**src/rtl/fb_ram_arbiter.sv**
```systemverilog
// fb_ram_arbiter: shares the single-port slice RAM between the framebuffer
// reader (priority) and the RGB writer, and raises `stream` once enough slice
// data has been primed into the RAM.
//
// Ports:
//   clk_33, rst              clock, synchronous active-high reset
//   rd_req/rd_addr/rd_gnt    reader request, address, same-cycle grant
//   rd_data/rd_valid         read data (passthrough of ram_rdata) and valid
//   wr_req/wr_addr/wr_data   writer request, address, data
//   wr_gnt                   writer same-cycle grant
//   ram_addr/ram_wdata/ram_we registered RAM drive
//   ram_rdata                RAM read data, one cycle after ram_addr
//   stream_clear/stream      priming restart / primed indication
//
// Optional feature (macro FB_ARB_STATS_EN):
//   wr_stall_cnt  saturating count of cycles the writer waited
//   max_streak    highest read-streak value seen since reset
module fb_ram_arbiter #(
    parameter int unsigned RAM_ADDR_WIDTH  = 32,
    parameter int unsigned RAM_DATA_WIDTH  = 16,
    parameter int unsigned MAX_READ_STREAK = 15,
    parameter int unsigned PRIME_WORDS     = 34560
) (
    input  logic                      clk_33,
    input  logic                      rst,
    input  logic                      rd_req,
    input  logic [RAM_ADDR_WIDTH-1:0] rd_addr,
    output logic                      rd_gnt,
    output logic [RAM_DATA_WIDTH-1:0] rd_data,
    output logic                      rd_valid,
    input  logic                      wr_req,
    input  logic [RAM_ADDR_WIDTH-1:0] wr_addr,
    input  logic [RAM_DATA_WIDTH-1:0] wr_data,
    output logic                      wr_gnt,
    output logic [RAM_ADDR_WIDTH-1:0] ram_addr,
    output logic [RAM_DATA_WIDTH-1:0] ram_wdata,
    output logic                      ram_we,
    input  logic [RAM_DATA_WIDTH-1:0] ram_rdata,
    input  logic                      stream_clear,
    output logic                      stream
`ifdef FB_ARB_STATS_EN
    ,
    output logic [15:0]               wr_stall_cnt,
    output logic [7:0]                max_streak
`endif
);

    localparam int unsigned STREAK_W = 8;
    localparam logic [STREAK_W-1:0]       STREAK_MAX = STREAK_W'(MAX_READ_STREAK);
    localparam logic [RAM_ADDR_WIDTH-1:0] PRIME_MAX  = RAM_ADDR_WIDTH'(PRIME_WORDS);

    logic [STREAK_W-1:0]       streak_q, streak_d;
    logic [RAM_ADDR_WIDTH-1:0] prime_q, prime_d;
    logic                      stream_q, stream_d;
    logic [1:0]                vld_q;
    logic [RAM_ADDR_WIDTH-1:0] addr_q;
    logic [RAM_DATA_WIDTH-1:0] wdata_q;
    logic                      we_q;
    logic                      streak_hit;

    // Grant selection: reader wins contention until the writer has waited a full streak.
    always_comb begin
        streak_hit = (streak_q == STREAK_MAX);
        rd_gnt     = rd_req & ~(wr_req & streak_hit);
        wr_gnt     = wr_req & (~rd_req | streak_hit);
    end

    // Streak and priming next-state; stream_clear overrides a same-cycle write.
    always_comb begin
        streak_d = '0;
        if (rd_gnt && wr_req) begin
            streak_d = streak_hit ? streak_q : streak_q + STREAK_W'(1);
        end

        prime_d = prime_q;
        if (stream_clear) begin
            prime_d = '0;
        end else if (wr_gnt && (prime_q != PRIME_MAX)) begin
            prime_d = prime_q + RAM_ADDR_WIDTH'(1);
        end

        stream_d = stream_clear ? 1'b0 : (stream_q | (prime_d == PRIME_MAX));
    end

    // State and RAM drive registers.
    always_ff @(posedge clk_33) begin
        if (rst) begin
            streak_q <= '0;
            prime_q  <= '0;
            stream_q <= 1'b0;
            vld_q    <= '0;
            addr_q   <= '0;
            wdata_q  <= '0;
            we_q     <= 1'b0;
        end else begin
            streak_q <= streak_d;
            prime_q  <= prime_d;
            stream_q <= stream_d;
            vld_q    <= {vld_q[0], rd_gnt};
            we_q     <= wr_gnt;
            if (wr_gnt) begin
                addr_q  <= wr_addr;
                wdata_q <= wr_data;
            end else if (rd_gnt) begin
                addr_q  <= rd_addr;
            end
        end
    end

    assign ram_addr  = addr_q;
    assign ram_wdata = wdata_q;
    assign ram_we    = we_q;
    assign rd_valid  = vld_q[1];
    assign rd_data   = ram_rdata;
    assign stream    = stream_q;

`ifdef FB_ARB_STATS_EN
    logic [15:0]         stall_q, stall_d;
    logic [STREAK_W-1:0] max_q, max_d;

    // Writer wait statistics.
    always_comb begin
        stall_d = stall_q;
        if (stream_clear) begin
            stall_d = '0;
        end else if (wr_req && !wr_gnt && (stall_q != 16'hFFFF)) begin
            stall_d = stall_q + 16'(1);
        end
        max_d = (streak_d > max_q) ? streak_d : max_q;
    end

    always_ff @(posedge clk_33) begin
        if (rst) begin
            stall_q <= '0;
            max_q   <= '0;
        end else begin
            stall_q <= stall_d;
            max_q   <= max_d;
        end
    end

    assign wr_stall_cnt = stall_q;
    assign max_streak   = max_q;
`endif

endmodule

```
**config.mk**
```make
export PLATFORM = sky130hd
export DESIGN_NAME = fb_ram_arbiter
export DESIGN_NICKNAME = d
export VERILOG_FILES = /design/src/rtl/fb_ram_arbiter.sv
export SDC_FILE = /design/constraint.sdc
export NUM_CORES = 1
export LEC_CHECK = 0
export ABC_AREA = 1
export CELL_PAD_IN_SITES_DETAIL_PLACEMENT = 1
export CELL_PAD_IN_SITES_GLOBAL_PLACEMENT = 1
export CORE_MARGIN = 4
export CORE_UTILIZATION = 32
export CTS_BUF_LIST = sky130_fd_sc_hd__clkbuf_4 sky130_fd_sc_hd__clkbuf_8
export CTS_CLUSTER_DIAMETER = 100
export DETAILED_ROUTE_END_ITERATION = 10
export HOLD_SLACK_MARGIN = 0.08
export PLACE_DENSITY_LB_ADDON = 0.1
export SYNTH_ARGS = -nofsm -noshare
export SYNTH_HDL_FRONTEND = slang
export SYNTH_SLANG_ARGS = --single-unit
```
**constraint.sdc**
```tcl
create_clock -name clk_33 -period 2.3 [get_ports clk_33]
set_input_delay 0.46 -clock clk_33 [delete_from_list [all_inputs] [get_ports clk_33]]
set_output_delay 0.46 -clock clk_33 [all_outputs]
set_load 0.05 [all_outputs]
```
==> results.tsv <==
stage	metric	value	unit
logic_synthesis	synth_top_cells_by_count	249 x sky130_fd_sc_hd__nand2_1, 135 x sky130_fd_sc_hd__nor2_1, 113 x sky130_fd_sc_hd__inv_1	
grt	grt_max_degree	65	
worst_hold_path	min_path_type	flip-flop to flip-flop	
logic_synthesis	synth_area_leader_cell	sky130_fd_sc_hd__dfxtp_1	
drt	drt-initial-drc-count	154	
logic_synthesis	synth.ff_latch_count	92	
logic_synthesis	ys.flop_type	sky130_fd_sc_hd__dfxtp_1	
cells_and_area	fill_cell_total_of_the_finished_layout	2038	
power	design_power_total	0.00362	W
logic_synthesis	yosysWarnings	0	
sta	unrepaired_setup_endpoints_after_global_routing	false	
sta	maxSlewViolCount	0	
grt	grt_pass1_vias	5794	
logic_synthesis	syn-num-nets	924	
logic_synthesis	post_synth.cell_area_avg	6.15	um2
floorplan	die_h	134	um
sta	hold_ws	0.418	ns
placement	post-dp-hpwl	14.2	mm
placement	dp.cells	1152	
grt	grt_overflow	0	
placement	pre_cts_ws	-0.154	ns
clocking	clk_pin_slew_worst_paths	0.11	ns
power	peakVddDrop	0.000256	V
critical_path	crit_path_start_kind	flip-flop	
drt	detailroute.via_count	5452	
critical_path	critPathKind	flip-flop to output pin	
flow_run	maxCapViolations	0	
drt	route.detailed.wl_per_inst	15.2	um
sta	timing.max_slew.rel_slack	0.589	
critical_path	cell_at_the_slowest_stage_of_the_critical_path	sky130_fd_sc_hd__dfxtp_2	
logic_synthesis	post_synth_main_area_contributors	sky130_fd_sc_hd__dfxtp_1 37%, sky130_fd_sc_hd__nand2_1 19%, sky130_fd_sc_hd__nor2_1 10%, sky130_fd_sc_hd__inv_1 8.4%, sky130_fd_sc_hd__o21ai_0 5.3%	
logic_synthesis	synth_seq_area_share	0.365	
critical_path	delay_of_the_slowest_critical_path_stage	0.37	ns
logic_synthesis	yosys.cell_count.top_type	sky130_fd_sc_hd__nand2_1	
logic_synthesis	synth_enable_flop_cells	0	
sta	post_route_minimum_period	2.17	ns
sta	layout_worst_path_cycle_share	0.942	
sta	timing_hold_violations_final	0	
clocking	clkLatencyLatePin	0.39	ns
drt	detail_route.vias_per_cell	4.67	
floorplan	fp.dieArea	0.0178	mm2
floorplan	core_region_area	0.0153	mm2
sta	finalClockSkew	0.0166	ns
critical_path	kind_of_end_point_of_the_critical_path	output pin	
critical_path	worstPathMaxFanout	8	
logic_synthesis	synthesis.area	0.00504	mm2
cells_and_area	layout_stage_area_growth_over_the_synthesis_result	38.0	%
cells_and_area	nNetsFinal	1056	
placement	dp_area	0.00669	mm2
critical_path	timing.critical_path.buf_inv	2	
sta	setup_viol	0	
clocking	holdBufCountCts	0	
placement	gp_routability_congestion	0.926	
floorplan	num_rows	45	
logic_synthesis	postSynth.asyncResetShare	0	
drt	tritonroute_pass_1_iters	4	
clocking	clockRootBuffer	sky130_fd_sc_hd__clkbuf_8	
cells_and_area	post-route-cell-area	0.00696	mm2
cells_and_area	layout.cells.non_filler	1168	
power	cellPowerDensity	521	mW/mm2
cells_and_area	antenna_cells_inserted	0	
drt	route.final.wire_length	17.8	mm
drt	drcViolationCount	0	
sta	worst_pin_slew	0.615	ns
clocking	tritoncts	done	
logic_synthesis	synth_cells	820	
sta	layout_setup_ws	0.134	ns
grt	first_pass_grt_wire_length	28.9	mm
critical_path	worstPathCellList	ha_2, nand3_4, nor2_4, nand2_4, nand2_8, buf_4, buf_12	
floorplan	boundaryPins	170	
critical_path	cp_top_family	simple AND/OR/NAND/NOR gates	
placement	port-buffer-count	137	
power	p_leak	3.07	nW
clocking	ctsLongestPathBuffers	2	
clocking	cts_sinks	92	
clocking	clock_tree.htree_level_count	3	
drt	ant_nets	0	
clocking	cts_made_buffers	9	
grt	global_route.usage.total	0.201	
logic_synthesis	yosys.area.top_type_share	0.365	
cells_and_area	final_layout_size_suffix_gt1_frac	0.0825	
critical_path	reg2reg_setup_slack	0.18	ns
status	run_status	finished, final reports clean	
logic_synthesis	synth_cell_types	33	
critical_path	data_required_time_at_the_worst_endpoint	1.84	ns
critical_path	worstPathArrival	1.71	ns
floorplan	initial_utilization	0.329	
grt	grt_antenna_before_repair	0	
sta	timing.fmax	462	MHz
floorplan	die_w	134	um
placed cells by master, fill, tap and decap left out, types with 5 or more instances in the layout:
master | synthesis | final
sky130_fd_sc_hd__nand2_1 | 249 | 247
sky130_fd_sc_hd__clkdlybuf4s50_1 | 0 | 135
sky130_fd_sc_hd__nor2_1 | 135 | 131
sky130_fd_sc_hd__inv_1 | 113 | 113
sky130_fd_sc_hd__dfxtp_1 | 92 | 89
sky130_fd_sc_hd__o21ai_0 | 53 | 53
sky130_fd_sc_hd__a21oi_1 | 45 | 45
sky130_fd_sc_hd__nand3_1 | 30 | 30
sky130_fd_sc_hd__buf_4 | 16 | 25
sky130_fd_sc_hd__nand4_1 | 11 | 11
sky130_fd_sc_hd__xor2_1 | 11 | 10
sky130_fd_sc_hd__clkbuf_8 | 0 | 10
sky130_fd_sc_hd__nand2_2 | 4 | 5
final cells by class:
class | instances | area [um2] | share of cell area
clock buffers | 10 | 138 | 0.0198
clock inverters | 6 | 53.8 | 0.00773
inverters | 118 | 443 | 0.0637
multi-input cells | 566 | 2580 | 0.371
flip-flops and latches | 92 | 1850 | 0.265
well taps | 211 | 264 | 0.0379
repair buffers | 165 | 1630 | 0.235
metal layers:
layer / wire, um / GRT usage
met2: 8230 / 0.332
met4: 355 / 0.0669
met1: 7800 / 0.243
met3: 1400 / 0.0729
met5: 0 / 0
sequential cells by signal (all words and copies together), names as in the netlist:
| name | cells |
|---|---|
| stream | 1 |
| prime_q | 32 |
| vld_q | 2 |
| ram_addr | 32 |
| ram_we | 1 |
| ram_wdata | 16 |
| streak_q | 8 |
power breakdown:
part / internal [W] / switching (W) / total [W]
sequential: 0.00166 / 0.0000371 / 0.00170
clock: 0.000444 / 0.000666 / 0.00111
combinational: 0.000331 / 0.000484 / 0.000815
total: 0.00244 / 0.00119 / 0.00362
final timing paths:
check,to,depth (start not counted),start
worst max-delay path,wr_gnt,7,streak_q[0]
worst min-delay path,vld_q[1],2,vld_q[0]
worst max register to register,stream,13,prime_q[0]
worst min register to register,vld_q[1],2,vld_q[0]
cells by family after synthesis:
kind of cell / share of synthesized area
AND/OR/NAND/NOR: 0.362
AO/OA/AOI/OAI: 0.104
XOR/XNOR: 0.0208
buffers and inverters: 0.140
adder cells (fa/ha/maj): 0.00745
flip-flops: 0.365
per-stage QoR:
step | utilization | TNS, ns
6_report | 0.454 | 0
5_1_grt | 0.454 | 0
4_1_cts | 0.450 | 0
3_5_place_dp | 0.437 | -0.154
3_3_place_gp | 0.437 | -0.0536
2_1_floorplan | - | 0
timing repair:
action / 4_1_cts / 5_1_grt
pin swaps: 0 / 1
endpoints found under the setup margin: 2 / 2
buffers inserted: 0 / 0
resized for setup: 3 / 17
worst register-to-register path, stage by stage, from the launching register on:
cell,delay (ns)
sky130_fd_sc_hd__dfxtp_1,0.35
sky130_fd_sc_hd__inv_1,0.06
sky130_fd_sc_hd__buf_4,0.14
sky130_fd_sc_hd__nor2_2,0.18
sky130_fd_sc_hd__nand2_2,0.17
sky130_fd_sc_hd__nor3_1,0.36
sky130_fd_sc_hd__nand3_1,0.13
sky130_fd_sc_hd__nand2_1,0.09
sky130_fd_sc_hd__nand2_1,0.05
sky130_fd_sc_hd__nor2_1,0.09
sky130_fd_sc_hd__nand3_1,0.08
sky130_fd_sc_hd__nor2_1,0.15
sky130_fd_sc_hd__nand3_1,0.08
sky130_fd_sc_hd__a21oi_1,0.12
No activity file was read; power rests on OpenSTA's default activity.
